File: src/rtl/mem_stage_pkg.sv
// Shared encodings for the MEM pipeline stage.
// Optional timeout feature is selected with MEM_TIMEOUT_EN.
package mem_stage_pkg;

    localparam int DATA_W = 32;

    typedef enum logic [1:0] {
        SZ_BYTE = 2'b00,
        SZ_HALF = 2'b01,
        SZ_WORD = 2'b10
    } mem_size_e;

    typedef enum logic {
        ST_IDLE = 1'b0,
        ST_WAIT = 1'b1
    } mem_state_e;

endpackage

File: src/rtl/mem_lane_align.sv
// Byte-lane steering for the MEM stage: store enables/data,
// load extraction with sign/zero extension, misalign detect.
module mem_lane_align
    import mem_stage_pkg::*;
(
    input  logic [1:0]        i_addr_lo,
    input  logic [1:0]        i_size,
    input  logic              i_unsigned,
    input  logic [DATA_W-1:0] i_store_data,
    input  logic [DATA_W-1:0] i_rdata,
    output logic [3:0]        o_be,
    output logic [DATA_W-1:0] o_wdata,
    output logic [DATA_W-1:0] o_load_data,
    output logic              o_misalign
);

    logic [7:0]  w_byte;
    logic [15:0] w_half;

    assign w_byte = i_rdata[{i_addr_lo, 3'b000} +: 8];
    assign w_half = i_rdata[{i_addr_lo[1], 4'b0000} +: 16];

    // Size 2'b11 falls into the word branch.
    always_comb begin
        o_be        = 4'b1111;
        o_wdata     = i_store_data;
        o_load_data = i_rdata;
        o_misalign  = 1'b0;
        case (i_size)
            SZ_BYTE: begin
                o_be        = 4'b0001 << i_addr_lo;
                o_wdata     = {4{i_store_data[7:0]}};
                o_load_data = i_unsigned ? {24'd0, w_byte}
                                         : {{24{w_byte[7]}}, w_byte};
            end
            SZ_HALF: begin
                o_be        = i_addr_lo[1] ? 4'b1100 : 4'b0011;
                o_wdata     = {2{i_store_data[15:0]}};
                o_load_data = i_unsigned ? {16'd0, w_half}
                                         : {{16{w_half[15]}}, w_half};
                o_misalign  = i_addr_lo[0];
            end
            default: begin
                o_misalign  = |i_addr_lo;
            end
        endcase
    end

endmodule

File: src/rtl/mem_access_stage.sv
// MEM stage: issues loads/stores over a req/ack handshake and stalls upstream.
// Define MEM_TIMEOUT_EN to abort a request after TIMEOUT_CYCLES WAIT cycles.
module mem_access_stage
    import mem_stage_pkg::*;
#(
    parameter int TIMEOUT_CYCLES = 16,
    parameter int ADDR_W         = 32
) (
    input  logic              clock,
    input  logic              reset,
    input  logic              valid_in,
    input  logic [31:0]       pc_in,
    input  logic [31:0]       instr_in,
    input  logic [ADDR_W-1:0] alu_result_in,
    input  logic [DATA_W-1:0] store_data_in,
    input  logic              mem_read_in,
    input  logic              mem_write_in,
    input  logic [1:0]        mem_size_in,
    input  logic              mem_unsigned_in,
    input  logic              wb_enable_in,
    output logic              stall_out,
    output logic              valid_out,
    output logic [31:0]       pc_out,
    output logic [31:0]       instr_out,
    output logic [DATA_W-1:0] mem_data_out,
    output logic [ADDR_W-1:0] mem_address_out,
    output logic              mem_op_out,
    output logic              wb_enable_out,
    output logic              addr_error_out,
    output logic              dmem_req,
    output logic              dmem_we,
    output logic [ADDR_W-1:0] dmem_addr,
    output logic [3:0]        dmem_be,
    output logic [DATA_W-1:0] dmem_wdata,
    input  logic [DATA_W-1:0] dmem_rdata,
    input  logic              dmem_ack
);

    mem_state_e        r_state, w_nx_state;
    logic              r_valid, w_nx_valid;
    logic [31:0]       r_pc, w_nx_pc;
    logic [31:0]       r_instr, w_nx_instr;
    logic [ADDR_W-1:0] r_addr, w_nx_addr;
    logic [DATA_W-1:0] r_data, w_nx_data;
    logic              r_op, w_nx_op;
    logic              r_wb, w_nx_wb;
    logic              r_err, w_nx_err;
    logic              r_req, w_nx_req;
    logic              r_we, w_nx_we;
    logic [3:0]        r_be, w_nx_be;
    logic [DATA_W-1:0] r_wdata, w_nx_wdata;
    logic              r_load, w_nx_load;
    logic [1:0]        r_size, w_nx_size;
    logic              r_uns, w_nx_uns;

    logic              w_in_wait;
    logic              w_mem_op;
    logic [1:0]        w_lo;
    logic [1:0]        w_size;
    logic              w_uns;
    logic [3:0]        w_be;
    logic [DATA_W-1:0] w_wdata;
    logic [DATA_W-1:0] w_load_data;
    logic              w_misalign;

`ifdef MEM_TIMEOUT_EN
    localparam int CNT_W = $clog2(TIMEOUT_CYCLES + 1);
    logic [CNT_W-1:0] r_cnt, w_nx_cnt;
`else
    logic w_unused_timeout;
    assign w_unused_timeout = (TIMEOUT_CYCLES != 0);
`endif

    // In IDLE the aligner sees the incoming op; in WAIT the latched load.
    assign w_in_wait = (r_state == ST_WAIT);
    assign w_mem_op  = mem_read_in | mem_write_in;
    assign w_lo      = w_in_wait ? r_addr[1:0] : alu_result_in[1:0];
    assign w_size    = w_in_wait ? r_size : mem_size_in;
    assign w_uns     = w_in_wait ? r_uns : mem_unsigned_in;

    mem_lane_align u_align (
        .i_addr_lo    (w_lo),
        .i_size       (w_size),
        .i_unsigned   (w_uns),
        .i_store_data (store_data_in),
        .i_rdata      (dmem_rdata),
        .o_be         (w_be),
        .o_wdata      (w_wdata),
        .o_load_data  (w_load_data),
        .o_misalign   (w_misalign)
    );

    // Next-state and next-output decode; valid_out is a one-cycle pulse.
    always_comb begin
        w_nx_state = r_state;
        w_nx_valid = 1'b0;
        w_nx_pc    = r_pc;
        w_nx_instr = r_instr;
        w_nx_addr  = r_addr;
        w_nx_data  = r_data;
        w_nx_op    = r_op;
        w_nx_wb    = r_wb;
        w_nx_err   = r_err;
        w_nx_req   = r_req;
        w_nx_we    = r_we;
        w_nx_be    = r_be;
        w_nx_wdata = r_wdata;
        w_nx_load  = r_load;
        w_nx_size  = r_size;
        w_nx_uns   = r_uns;
`ifdef MEM_TIMEOUT_EN
        w_nx_cnt   = r_cnt;
`endif
        unique case (r_state)
            ST_IDLE: begin
                w_nx_req = 1'b0;
                if (valid_in) begin
                    w_nx_pc    = pc_in;
                    w_nx_instr = instr_in;
                    w_nx_addr  = alu_result_in;
                    w_nx_wb    = wb_enable_in;
                    w_nx_size  = mem_size_in;
                    w_nx_uns   = mem_unsigned_in;
                    w_nx_load  = mem_read_in & ~mem_write_in;
                    w_nx_data  = '0;
                    w_nx_op    = 1'b0;
                    w_nx_err   = 1'b0;
                    if (!w_mem_op) begin
                        w_nx_valid = 1'b1;
                    end else if (w_misalign) begin
                        w_nx_valid = 1'b1;
                        w_nx_err   = 1'b1;
                        w_nx_wb    = 1'b0;
                    end else begin
                        w_nx_state = ST_WAIT;
                        w_nx_req   = 1'b1;
                        w_nx_we    = mem_write_in;
                        w_nx_be    = w_be;
                        w_nx_wdata = w_wdata;
`ifdef MEM_TIMEOUT_EN
                        w_nx_cnt   = '0;
`endif
                    end
                end
            end
            ST_WAIT: begin
                if (dmem_ack) begin
                    w_nx_state = ST_IDLE;
                    w_nx_req   = 1'b0;
                    w_nx_valid = 1'b1;
                    if (r_load) begin
                        w_nx_data = w_load_data;
                        w_nx_op   = 1'b1;
                    end
`ifdef MEM_TIMEOUT_EN
                end else if (r_cnt == CNT_W'(TIMEOUT_CYCLES - 1)) begin
                    w_nx_state = ST_IDLE;
                    w_nx_req   = 1'b0;
                    w_nx_valid = 1'b1;
                    w_nx_err   = 1'b1;
                    w_nx_wb    = 1'b0;
                end else begin
                    w_nx_cnt   = r_cnt + 1'b1;
`endif
                end
            end
        endcase
    end

    // State and output registers with synchronous reset.
    always_ff @(posedge clock) begin
        if (reset) begin
            r_state <= ST_IDLE;
            r_valid <= 1'b0;
            r_pc    <= '0;
            r_instr <= '0;
            r_addr  <= '0;
            r_data  <= '0;
            r_op    <= 1'b0;
            r_wb    <= 1'b0;
            r_err   <= 1'b0;
            r_req   <= 1'b0;
            r_we    <= 1'b0;
            r_be    <= '0;
            r_wdata <= '0;
            r_load  <= 1'b0;
            r_size  <= '0;
            r_uns   <= 1'b0;
`ifdef MEM_TIMEOUT_EN
            r_cnt   <= '0;
`endif
        end else begin
            r_state <= w_nx_state;
            r_valid <= w_nx_valid;
            r_pc    <= w_nx_pc;
            r_instr <= w_nx_instr;
            r_addr  <= w_nx_addr;
            r_data  <= w_nx_data;
            r_op    <= w_nx_op;
            r_wb    <= w_nx_wb;
            r_err   <= w_nx_err;
            r_req   <= w_nx_req;
            r_we    <= w_nx_we;
            r_be    <= w_nx_be;
            r_wdata <= w_nx_wdata;
            r_load  <= w_nx_load;
            r_size  <= w_nx_size;
            r_uns   <= w_nx_uns;
`ifdef MEM_TIMEOUT_EN
            r_cnt   <= w_nx_cnt;
`endif
        end
    end

    assign stall_out       = w_in_wait;
    assign valid_out       = r_valid;
    assign pc_out          = r_pc;
    assign instr_out       = r_instr;
    assign mem_data_out    = r_data;
    assign mem_address_out = r_addr;
    assign mem_op_out      = r_op;
    assign wb_enable_out   = r_wb;
    assign addr_error_out  = r_err;
    assign dmem_req        = r_req;
    assign dmem_we         = r_we;
    assign dmem_addr       = {r_addr[ADDR_W-1:2], 2'b00};
    assign dmem_be         = r_be;
    assign dmem_wdata      = r_wdata;

endmodule

File: config.mk
export PLATFORM = sky130hd
export DESIGN_NAME = mem_access_stage
export DESIGN_NICKNAME = d
export VERILOG_FILES = /design/src/rtl/mem_stage_pkg.sv /design/src/rtl/mem_lane_align.sv /design/src/rtl/mem_access_stage.sv
export SDC_FILE = /design/constraint.sdc
export NUM_CORES = 1
export LEC_CHECK = 0
export CAP_MARGIN = 25
export CORE_UTILIZATION = 35
export DETAILED_ROUTE_END_ITERATION = 7
export PLACE_DENSITY = 0.72
export SETUP_SLACK_MARGIN = 0.02
export SLEW_MARGIN = 20
export SYNTH_ARGS = -nofsm -noshare
export SYNTH_HDL_FRONTEND = slang
export SYNTH_SLANG_ARGS = --single-unit
File: constraint.sdc
create_clock -name clock -period 2.4 [get_ports clock]
set_input_delay 0.36 -clock clock [delete_from_list [all_inputs] [get_ports clock]]
set_output_delay 0.36 -clock clock [all_outputs]
set_load 0.05 [all_outputs]
### Word-level counts from Yosys, hierarchy flattened

Cells that the tools add are included.

* register bits after elaboration: 175
* logic and storage cells: 66
* input port bits: 170

* reductions and logical operators: 5
* shifts and indexed selects: 3
* bitwise logic cells: 5
* muxes and demuxes: 33
* equality and inequality tests: 4

Operator list (number)
* one-hot mux 32 bit (2 select lines): 3
* 2-to-1 mux 32 bit: 5
* indexed part select 32 x 6 -> 16 bit: 1
* indexed part select 32 x 6 -> 8 bit: 1
* 2-to-1 mux 1 bit: 16
* one-hot mux 1 bit (2 select lines): 5
* one-hot mux 4 bit (2 select lines): 1
* 2-to-1 mux 2 bit: 2
* 2-to-1 mux 4 bit: 1
* != test 2 bit (second input constant): 2
* AND reduction 4 bit: 1
* << shifter 1 x 2 -> 4 bit (first input constant): 1
* inverter 1 bit: 3
* AND reduction 3 bit: 1
* == test 2 x 1 -> 1 bit (second input constant): 1
* zero test 2 bit: 1
* != test 2 x 1 -> 1 bit (second input constant): 1
* AND reduction 2 bit: 1
* OR reduction 2 bit: 1
* AND 1 bit: 1
* OR 1 bit: 1

### Longest topological paths before layout

Gate-level depths: netlist (run 1).

* depth after elaboration: 7
* gate-level depth with buffers: 9
* mapped depth without buffers: 5

### Cells and area by module

A second synthesis (run 1) with hierarchy kept.

* cells, all modules: 1007
* area, all modules: 7982.7 um^2

By module, submodules not included
* mem_access_stage: cells each 846, times used 1, sequential area each 3503.4 um^2, area each 6866.6 um^2
* mem_lane_align: cells each 161, times used 1, sequential area each 0.0 um^2, area each 1116.1 um^2

### Least setup slack after synthesis (run 1)

OpenSTA, ideal clock, no wires.

* path type: flip-flop to flip-flop
* start: register r_addr[1] (netlist: mem_address_out[1])
* end: register r_data[21] (netlist: mem_data_out[21])
* arrival: 2.120 ns
* stages on the path, launching flop included: 8
* buffers on the path: 2
* required time: 2.340 ns
* setup slack: 0.220 ns
* path through: dfxtp_1 buf_4 nor2_2 a31o_1 a2111oi_4 o2111ai_4 buf_6 nand2_1

* cells in the longest elaborated chain, start to end: 7
* elaborated cells on any way between the ends: 9
* classes of those cells: shift: 2; mux: 7

RTL lines
* from (decl): line mem_access_stage.sv:43 `logic [ADDR_W-1:0] r_addr, w_nx_addr;`
* from (signal assigned): line mem_access_stage.sv:197 `r_addr <= w_nx_addr;`
* 2-to-1 mux 2 bit *: line mem_access_stage.sv:77 `assign w_lo = w_in_wait ? r_addr[1:0] : alu_result_in[1:0];`
* indexed part select 32 x 6 -> 16 bit or indexed part select 32 x 6 -> 8 bit (tied branches): line mem_lane_align.sv:21, mem_lane_align.sv:20
* 2-to-1 mux 32 bit, on equally long branches: line mem_lane_align.sv:39, mem_lane_align.sv:33
* one-hot mux 32 bit (2 select lines) *: line mem_lane_align.sv:29 `case (i_size)`
* 2-to-1 mux 32 bit *: line mem_access_stage.sv:151 `if (r_load) begin`
* 2-to-1 mux 32 bit *: line mem_access_stage.sv:147 `if (dmem_ack) begin`
* one-hot mux 32 bit (2 select lines) *: line mem_access_stage.sv:114 `unique case (r_state)`
* to (signal assigned): line mem_access_stage.sv:198 `r_data <= w_nx_data;`
* to (decl): line mem_access_stage.sv:44 `logic [DATA_W-1:0] r_data, w_nx_data;`

Mark *: on every way between the ends. The rest lies on a longest branch, timed or not. The select of a mux whose other input is x is not followed.
A chain may end at the register's enable or synchronous reset.

### Worst setup path after layout (run 1)

* start: register r_addr[0] (netlist: mem_address_out[0])
* end: register r_data[10] (netlist: mem_data_out[10])

* cells in the longest elaborated chain, start to end: 7

RTL lines
* 2-to-1 mux 2 bit: line mem_access_stage.sv:77
* indexed part select 32 x 6 -> 8 bit: line mem_lane_align.sv:20 `assign w_byte = i_rdata[{i_addr_lo, 3'b000} +: 8];`
* 2-to-1 mux 32 bit: line mem_lane_align.sv:33 `o_load_data = i_unsigned ? {24'd0, w_byte}`
* one-hot mux 32 bit (2 select lines): line mem_lane_align.sv:29
* 2-to-1 mux 32 bit: line mem_access_stage.sv:151
* 2-to-1 mux 32 bit: line mem_access_stage.sv:147
* one-hot mux 32 bit (2 select lines): line mem_access_stage.sv:114

No other way between the ends. The select of a mux whose other input is x is not followed.

==> metrics.md, run 1 <==
| Metric | Value |
|---|---|
| Setup WS pre-CTS | `-0.0813 ns` |
| GRT Overall Usage | `23.0%` |
| Clock transition at path regs | `roughly 0.070 ns` |
| Worst-Skew Late Latency | `about 0.43 ns` |
| Kind of critical path | `reg2reg` |
| Die Wd | `~150 microns` |
| Slowest CP cell | `dfxtp_1` |
| I/O pins | `between 300 and 400` |
| Placer congestion estimate | `between 0.8 and 0.9` |
| Post-CTS sizing | `0` |
| Yosys reg bits | `roughly 180` |
| Core ar. | `between 0.02 and 0.025 sq mm` |
| Post-CTS Setup Repair Bufs | `0` |
| Cts hold-fix bufs | `0` |
| Post-synthesis mux area share | `under 10%` |
| Slew margin rel. | `40.7%` |
| Critical Path Max Stage Delay | `around 0.62 ns` |
| Top FF cell, synth | `dfxtp_1` |
| Required @ worst endpoint | `2.71 ns` |
| Pin count of the biggest net entering global routing | `around 150` |
| 1st-iter DRT viols | `between 500 and 600` |
| Max Cap Viol | `0` |
| Design Power | `roughly 8200 uW` |
| Number of flops mapped to enable cells by yosys | `0` |
| Die H | `~150 microns` |
| Wirelength per Cell | `between 15 and 20 microns` |
| Most common cell after layout, fill and taps aside | `clkdlybuf4s50_1` |
| Pleak | `roughly 0.0045 uW` |
| Min Tclk post-route | `2.12 ns` |
| Area Overhead vs Synth | `59.9%` |
| Final Hold Vio Count | `0` |
| Final worst-path cycle share | `between 80% and 90%` |
| Fraction of layout cells with a size suffix above 1 | `7.49%` |
| Number of diodes | `0` |
| Setup_tns | `0 ns` |
| Crit-path cells | `or2b_2, mux2i_1, a2111oi_4, buf_4, a222oi_1, o21ai_0` |
| Xor/xnor share of the synthesized area | `0%` |
| Crit start category | `register` |
| Crit. End Element | `register` |
| Avg Cell Area, Syn | `~8.1 sq um` |
| Peak VDD IR | `about 0.00044 V` |
| H-tree depth | `4` |
| DRC | `0` |
| Cells after synthesis | `919` |
| GRT overflow | `0` |
| Fin worst setup slack | `about 0.28 ns` |
| Number of port buffers | `370` |
| Total number of vias | `between 7,000 and 8,000` |
| Clock Skew | `0.0115 ns` |
| Crit-path max FO | `13` |
| FMAX | `roughly 470 MHz` |
| RSZ-0062 raised after global routing | `false` |
| FP Rows | `52` |
| Part of the Yosys area used for sequential elements | `about 47%` |
| DP Wirelength | `approximately 18,000 microns` |
| Data arrival time of the worst path | `2.42 ns` |
| Vias per cell | `5.05` |
| Combinational family with the most area after synthesis | `compound AO/OA/AOI/OAI gates` |
| Max Slew Vio Count | `0` |
| Fraction of the mapped netlist area in adder cells | `0%` |
| Die area | `between 0.02 and 0.025 sq mm` |
| First-pass GRT wire length | `~40,000 microns` |
| TritonCTS Buffers | `17` |
| Outcome | `complete, no violations` |
| Initial antenna violation count | `0` |
| Initial Util | `a little over a third` |
| Post-synthesis simple-gate area fraction | `between 20 and 25%` |
| Final setup fails | `0` |
| Worst Max-Slew Pin Slew | `0.889 ns` |
| Commonest cells after routing, fill and taps aside | `clkdlybuf4s50_1, nand2_1, dfxtp_1, a21oi_1, nor2_1` |
| Final WL | `approximately 26,000 microns` |
| Final layout net count | `between 1,000 and 1,500` |
| ANT nets after route | `0` |
| Pwr Density | `691 mW/mm^2` |
| Clk buf depth | `2` |
| Worst min-delay path category | `in2reg` |
| Drt first pass iters | `5` |
| Number of fill cells | `1,853` |
| CTS Sinks | `175` |
| Synth Cell Area | `approximately 0.0074 sq mm` |
| Yosys warns | `0` |
| Post-synthesis cell type count | `58` |
| Vias in the first global route | `approximately 7,200` |
| CTS tree | `built` |
| Clk root buf | `clkbuf_16` |
| Synth Area in Compound Gates | `a little over a fifth` |
| Synth async-reset ratio | `0%` |
[cell usage after synthesis (8+ instances only)]
cell type | instances | area [sq um]
nand2_1 | 287 | 1080
dfxtp_1 | 175 | 3500
a21oi_1 | 121 | 606
nor2_1 | 53 | 199
clkbuf_1 | 51 | 191
buf_4 | 38 | 285
a22oi_1 | 23 | 173
o21ai_0 | 23 | 115
a311oi_1 | 16 | 140
a221oi_1 | 11 | 96.3
a211oi_1 | 9 | 67.6
buf_2 | 9 | 45.0
o221ai_1 | 8 | 70.1
[final cells by class]
| cell class | instances | area [sq um] | area share (%) |
|---|---|---|---|
| repair buffers | 409 | 4100 | 34.5 |
| flip-flops and latches | 175 | 3510 | 29.5 |
| multi-input cells | 637 | 3340 | 28.1 |
| clock buffers | 19 | 453 | 3.81 |
| well taps | 270 | 338 | 2.84 |
| clock inverters | 13 | 145 | 1.22 |
| inverters | 2 | 7.51 | 0.0632 |
[metal layers]
layer / vias to the layer above / GRT usage [%] / part of all wire (%)
met5: - / 0 / 0
met1: 3585 / 29.9 / 43
met2: 306 / 37.4 / 48
met3: 35 / 5.34 / 7.2
met4: 0 / 8.09 / 2.0
li1: 3780 / - / -
[where the power goes]
part / total, uW / switching, uW / internal, uW
combinational: 2190 / 1350 / 845
clock: 2820 / 1290 / 1530
sequential: 3200 / 122 / 3080
total: 8210 / 2760 / 5460
[sequential cells by signal, summed over array words and instances (netlist names)]
register         count
addr_error_out       1
dmem_be              4
dmem_req             1
dmem_wdata          32
dmem_we              1
instr_out           32
mem_address_out     32
mem_data_out        32
mem_op_out           1
pc_out              32
r_load               1
r_size               2
r_uns                1
stall_out            1
valid_out            1
wb_enable_out        1
[stage by stage]
stage | hold WS [ns] | cell area (sq um) | std cells | utilization [%]
final | 0.325 | 11900 | 1525 | 58.0
after global routing | 0.328 | 11900 | 1525 | 58.0
after CTS | 0.387 | 11900 | 1524 | 57.9
after detailed placement | 0.446 | 11300 | 1492 | 55.0
after global placement | 0.441 | 11300 | 1492 | 55.0
after floorplan | 0.441 | 7430 | 920 | -
[final timing paths]
check	from	endpoint	slack (ns)	depth (start not counted)
min reg2reg	instr_out[22]	instr_out[22]	0.45	2
max reg2reg	mem_address_out[0]	mem_data_out[10]	0.28	6
min	reset	mem_data_out[12]	0.32	4
max	mem_address_out[0]	mem_data_out[10]	0.28	6
[critical path, delay by kind of cell, from the launching register on]
kind / cells / cell delay (ns)
buffers and inverters: 1 / 0.18
AND/OR/NAND/NOR: 1 / 0.38
AO/OA/AOI/OAI: 3 / 0.55
multiplexers: 1 / 0.28
flip-flops: 1 / 0.62
[cells by family (layout without fill, tap and decap cells)]
kind of cell	count (synthesis)	after routing
other	1	2
muxes	12	12
and+or+nand+nor	378	378
AOI/OAI and AO/OA	245	245
DFF	175	175
buffers and inverters	108	443
Power figures use the tool's default switching activity.
==> inputs of run 2 (changes only) <==
- CAP_MARGIN: 25 -> default
==> run 2 against run 1 <==
Effect of this change: via count rose by 0.25%; clock skew barely moved; global-route usage did not move; fmax fell by 2.3%; critical path depth fell by 1; non-clock buffer count fell by 1; largest power group unchanged; clock power barely moved; setup slack got worse by 0.049 ns; routed wire length barely moved; sequential share of layout area barely moved; total power barely moved.
==> metrics.md, run 2 (same netlist as run 1, synthesis figures left out) <==
| Metric | Value |
|---|---|
| Outcome | `complete, no violations` |
| Final worst-path cycle share | `90.2% (+2.0 points)` |
| Max Slew Vio Count | `0 (unchanged)` |
| Core ar. | `0.0205 sq mm (unchanged)` |
| Pleak | `0.00446 uW (-0.11%)` |
| Worst Max-Slew Pin Slew | `1.11 ns (+0.223 ns)` |
| R2r endpoint | `mem_data_out[20]` |
| Layout Cells excl Fill | `1,524 (-0.066%)` |
| Final layout net count | `1,411 (-0.071%)` |
| Clk root buf | `clkbuf_16` |
| I/O pins | `373 (unchanged)` |
| Crit start category | `register` |
| H-tree depth | `4 (unchanged)` |
| Pin count of the biggest net entering global routing | `145 (unchanged)` |
| Min Tclk post-route | `2.17 ns (+0.0489 ns)` |
| Number of port buffers | `370 (unchanged)` |
| Worst Hold Depth | `4 (unchanged)` |
| Critical Path Max Stage Delay | `0.85 ns (+0.23 ns)` |
| Clock transition at path regs | `0.07 ns (about the same)` |
| Required @ worst endpoint | `2.77 ns (+0.06 ns)` |
| Fraction of layout cells with a size suffix above 1 | `7.42% (-0.074 points)` |
| Die H | `148 microns (unchanged)` |
| Most common cell after layout, fill and taps aside | `clkdlybuf4s50_1` |
| Crit-path max FO | `20 (+7)` |
| Data arrival time of the worst path | `2.54 ns (+0.12 ns)` |
| Initial antenna violation count | `0 (unchanged)` |
| CTS tree | `built` |
| Clk buf depth | `2 (unchanged)` |
| Total number of vias | `7,725 (+0.25%)` |
| DP Wirelength | `18,500 microns (unchanged)` |
| Vias per cell | `5.07 (+0.31%)` |
| DRC | `0 (unchanged)` |
| Placed Cells | `1,492 (unchanged)` |
| RSZ-0062 raised after global routing | `false` |
| 1st-iter DRT viols | `557 (+1.1%)` |
| Vias in the first global route | `7,213 (unchanged)` |
| Setup_tns | `0 ns (unchanged)` |
| CTS Sinks | `175 (unchanged)` |
| Slowest CP cell | `nor3_2` |
| Hold path startpoint | `reset` |
| Post-CTS Setup Repair Bufs | `0 (unchanged)` |
| Max Cap Viol | `0 (unchanged)` |
| FMAX | `462 MHz (-2.3%)` |
| Placer congestion estimate | `0.844 (unchanged)` |
| Die Wd | `148 microns (unchanged)` |
| GRT Overall Usage | `23.0% (unchanged)` |
| Wirelength per Cell | `16.8 microns (+0.16%)` |
| Kind of critical path | `reg2reg` |
| Number of diodes | `0 (unchanged)` |
| Commonest cells after routing, fill and taps aside | `clkdlybuf4s50_1, nand2_1, dfxtp_1, a21oi_1, nor2_1` |
| Crit-path cells | `and3_1, nor3_2, buf_4, a22oi_1, nand2_2` |
| CP top delay family | `simple AND/OR/NAND/NOR gates` |
| Hold EP | `mem_data_out[12]` |
| Worst-Skew Late Latency | `0.43 ns (about the same)` |
| Final setup fails | `0 (unchanged)` |
| Pwr Density | `691 mW/mm^2 (about the same)` |
| Worst R2R Setup Slack | `0.23 ns (-0.05 ns)` |
| Initial Util | `36.3% (unchanged)` |
| Final Hold Vio Count | `0 (unchanged)` |
| FP Rows | `52 (unchanged)` |
| Area Overhead vs Synth | `59.8% (about the same)` |
| First-pass GRT wire length | `39,700 microns (unchanged)` |
| Worst min-delay path category | `in2reg` |
| Crit path from | `stall_out` |
| Drt first pass iters | `5 (unchanged)` |
| Final Util | `58.0% (about the same)` |
| Depth of the worst register-to-register path | `5 (-1)` |
| Peak VDD IR | `0.000439 V (+0.12%)` |
| Slew margin rel. | `25.5% (-15 points)` |
| WP buf/inv | `1 (unchanged)` |
| ANT nets after route | `0 (unchanged)` |
| GRT overflow | `0 (unchanged)` |
| Worst r2r src | `stall_out` |
| Final WL | `25,700 microns (about the same)` |
| Crit. End Element | `register` |
| TritonCTS Buffers | `17 (unchanged)` |
| Clock Skew | `0.0117 ns (+0.000130 ns)` |
| Die area | `0.0218 sq mm (unchanged)` |
run 2: changes by cell type in the layout (fill, tap and decap cells not counted), sizes merged:
cell and change:
buf -1
run 2: timing repair:
item / 4_1_cts / 5_1_grt
hold buffers: 0 / 0
resized for setup: 0 / 3
setup endpoints to repair: 0 / 23
run 2: worst max-delay path by stage:
| stage | end | cells past startpoint |
|---|---|---|
| after CTS | mem_address_out[0] | 1 |
| after global routing | dmem_wdata[20] | 7 |
| after global placement | mem_data_out[20] | 6 |
| after floorplan | mem_data_out[21] | 7 |
| after detailed placement | mem_data_out[20] | 6 |
| final | mem_data_out[20] | 5 |
run 2: report_power, final:
| part | internal [uW] | switching [uW] |
|---|---|---|
| Clock | 1530 | 1280 |
| Combinational | 843 | 1350 |
| Sequential | 3080 | 122 |
| Total | 5450 | 2760 |
run 2: tightest hold or removal path: stages:
cell and delay [ns]:
buf_4 0.11, nor3_2 0.15, nand2_1 0.10, o21ai_0 0.06
run 2: layer usage:
layer  vias up  global-route usage [%]  part of all wire (%)
met5         -                       0                     0
met2       321                    37.4                    48
met4         0                    8.09                   2.0
met1      3591                    29.9                    43
met3        38                    5.34                   7.4
li1       3775                       -                     -
run 2: metrics by stage:
step | worst slack [ns] | total power, uW | hold slack [ns] | cell area (sq um)
after floorplan | 0.220 | 4580 | 0.441 | 7430
after global placement | -0.0348 | 5440 | 0.441 | 11300
after detailed placement | -0.0813 | 5460 | 0.446 | 11300
after CTS | 0.0688 | 8280 | 0.387 | 11900
after global routing | 0.109 | 8550 | 0.406 | 11900
final | 0.234 | 8210 | 0.413 | 11900
run 2: area by class of cell:
type	instances	area [sq um]
fill	1853	8620
clock inverter	13	145
clock buffer	19	453
multi-input combinational	637	3340
tap	270	338
inverter	2	7.51
sequential	175	3510
timing repair buffer	408	4090
==> inputs of run 3 (changes only) <==
- CTS_CLUSTER_DIAMETER: default -> 80
- REMOVE_ABC_BUFFERS: default -> 1
==> run 3 against run 2 <==
Effect of this change: non-clock buffer count up 1; clock power about the same; largest cell class unchanged; clock skew up 0.0021 ns; highest routed layer unchanged; combinational power about the same.
==> metrics.md, run 3 (same netlist as run 1, synthesis figures left out) <==
| Metric | Value |
|---|---|
| Kind of critical path | `reg2out` |
| First-pass GRT wire length | `39,400 microns (-0.57%)` |
| H-tree depth | `4 (unchanged)` |
| DR WL met2 | `13,100 microns (+6.4%)` |
| TritonCTS Buffers | `17 (unchanged)` |
| M1 WL | `10,700 microns (-2.1%)` |
| Post-CTS Setup Repair Bufs | `0 (unchanged)` |
| FP Rows | `52 (unchanged)` |
| Number of port buffers | `370 (unchanged)` |
| Core ar. | `0.0205 sq mm (unchanged)` |
| Die Wd | `148 microns (unchanged)` |
| Wirelength per Cell | `17.2 microns (+1.9%)` |
| Clock Skew | `0.0137 ns (+0.00206 ns)` |
| Placer congestion estimate | `0.857 (+1.5%)` |
| I/O pins | `373 (unchanged)` |
| Clk root buf | `clkbuf_16` |
| Max Slew Vio Count | `0 (unchanged)` |
| Met3 WL | `1930 microns (+1.4%)` |
| Crit-path max FO | `12 (-40%)` |
| Design area | `0.0119 sq mm (about the same)` |
| DRC | `0 (unchanged)` |
| Initial Util | `36.3% (unchanged)` |
| RSZ-0062 raised after global routing | `false` |
| Clock transition at path regs | `0.07 ns (about the same)` |
| FMAX | `440 MHz (-4.7%)` |
| Initial antenna violation count | `1 (+1)` |
| Vias per cell | `5.04 (-0.62%)` |
| Placed Area | `0.0113 sq mm (about the same)` |
| Drt first pass iters | `6 (+1)` |
| Total number of vias | `7,687 (-0.49%)` |
| DP Wirelength | `19,000 microns (+2.7%)` |
| Slowest CP cell | `clkdlybuf4s50_1` |
| Pwr Density | `690 mW/mm^2 (-0.23%)` |
| GRT Overall Usage | `23.2% (+0.18 points)` |
| Min Tclk post-route | `2.27 ns (+0.107 ns)` |
| Final layout net count | `1,412 (+0.071%)` |
| Vias in the first global route | `7,056 (-2.2%)` |
| Die area | `0.0218 sq mm (unchanged)` |
| Final worst-path cycle share | `94.7% (+4.5 points)` |
| Worst Max-Slew Pin Slew | `0.966 ns (-0.146 ns)` |
| Outcome | `complete, no violations` |
| Critical Path Max Stage Delay | `0.90 ns (+0.05 ns)` |
| Crit-path cells | `clkdlybuf4s50_1` |
| Final Util | `58.0% (about the same)` |
| Final Hold Vio Count | `0 (unchanged)` |
| 1st-iter DRT viols | `517 (-7.2%)` |
| Crit. End Element | `output pin` |
| Pleak | `0.00445 uW (-0.21%)` |
| Max layer used | `met4` |
| Slew margin rel. | `35.6% (+10 points)` |
| Number of fill cells | `1,898 (+2.4%)` |
| Data arrival time of the worst path | `1.91 ns (-0.63 ns)` |
| Clk buf depth | `2 (unchanged)` |
| Commonest cells after routing, fill and taps aside | `clkdlybuf4s50_1, nand2_1, dfxtp_1, a21oi_1, nor2_1` |
| Peak VDD IR | `0.000475 V (+8.3%)` |
| Pin count of the biggest net entering global routing | `121 (-17%)` |
| Die H | `148 microns (unchanged)` |
| GRT overflow | `0 (unchanged)` |
| Worst-Skew Late Latency | `0.43 ns (about the same)` |
| Crit start category | `register` |
| ANT nets after route | `0 (unchanged)` |
| Final setup fails | `0 (unchanged)` |
| CP top delay family | `buffers and inverters` |
| Max Cap Viol | `0 (unchanged)` |
| Final WL | `26,200 microns (+2.0%)` |
| WP buf/inv | `1 (unchanged)` |
| CTS Sinks | `175 (unchanged)` |
| Area Overhead vs Synth | `59.9% (about the same)` |
| Most common cell after layout, fill and taps aside | `clkdlybuf4s50_1` |
| Worst min-delay path category | `in2reg` |
| Fraction of layout cells with a size suffix above 1 | `7.57% (+0.15 points)` |
| CTS tree | `built` |
| Required @ worst endpoint | `2.04 ns (-0.73 ns)` |
## run 3: repair_timing
| item | CTS | global route |
|---|---|---|
| resized for setup | 0 | 2 |
| endpoints found under the setup margin | 0 | 7 |
| hold endpoints to repair | 0 | 0 |
| hold buffers | 0 | 0 |
## run 3: worst min-delay path, delay by kind of cell
family	cells	cell delay, ns
AO/OA/AOI/OAI	2	0.16
buffers and inverters	1	0.09
AND/OR/NAND/NOR	1	0.09
## run 3: routing by layer
layer | global-route usage, % | up-vias
met5 | 0 | -
met4 | 6.65 | 0
met3 | 6.54 | 26
met2 | 40.3 | 292
met1 | 27.9 | 3587
li1 | - | 3782
## run 3: final timing paths
check / start / end / slack (ns) / cells after the start
worst min-delay path: reset / mem_data_out[13] / 0.34 / 4
worst max register to register: stall_out / mem_data_out[5] / 0.25 / 6
worst min register to register: instr_out[30] / instr_out[30] / 0.45 / 2
worst max-delay path: mem_address_out[1] / mem_address_out[1] / 0.13 / 1
## run 3: final cells by class
class / count / area [sq um] / area share [%]
timing repair buffer: 409 / 4090 / 34.5
sequential: 175 / 3500 / 29.5
multi-input combinational: 637 / 3340 / 28.1
clock buffer: 17 / 425 / 3.58
tap: 270 / 338 / 2.84
clock inverter: 15 / 170 / 1.43
inverter: 2 / 7.51 / 0.0632
antenna: 1 / 2.50 / 0.0211
## run 3: power by group
group | switching (uW) | internal (uW) | total [uW]
combinational | 1360 | 850 | 2210
clock | 1310 | 1490 | 2800
sequential | 114 | 3080 | 3190
## run 3: stage by stage
step | std cells | total power, uW | worst slack [ns] | setup TNS (ns) | hold slack (ns)
detailed placement | 1493 | 5470 | -0.0742 | -0.516 | 0.446
CTS | 1525 | 8280 | 0.0739 | 0 | 0.403
global placement | 1493 | 5440 | -0.0385 | -0.0846 | 0.438
floorplan | 814 | 4450 | -4.36 | -528.50 | 0.429
finish | 1526 | 8190 | 0.127 | 0 | 0.344
global route | 1526 | 8540 | 0.0271 | 0 | 0.366
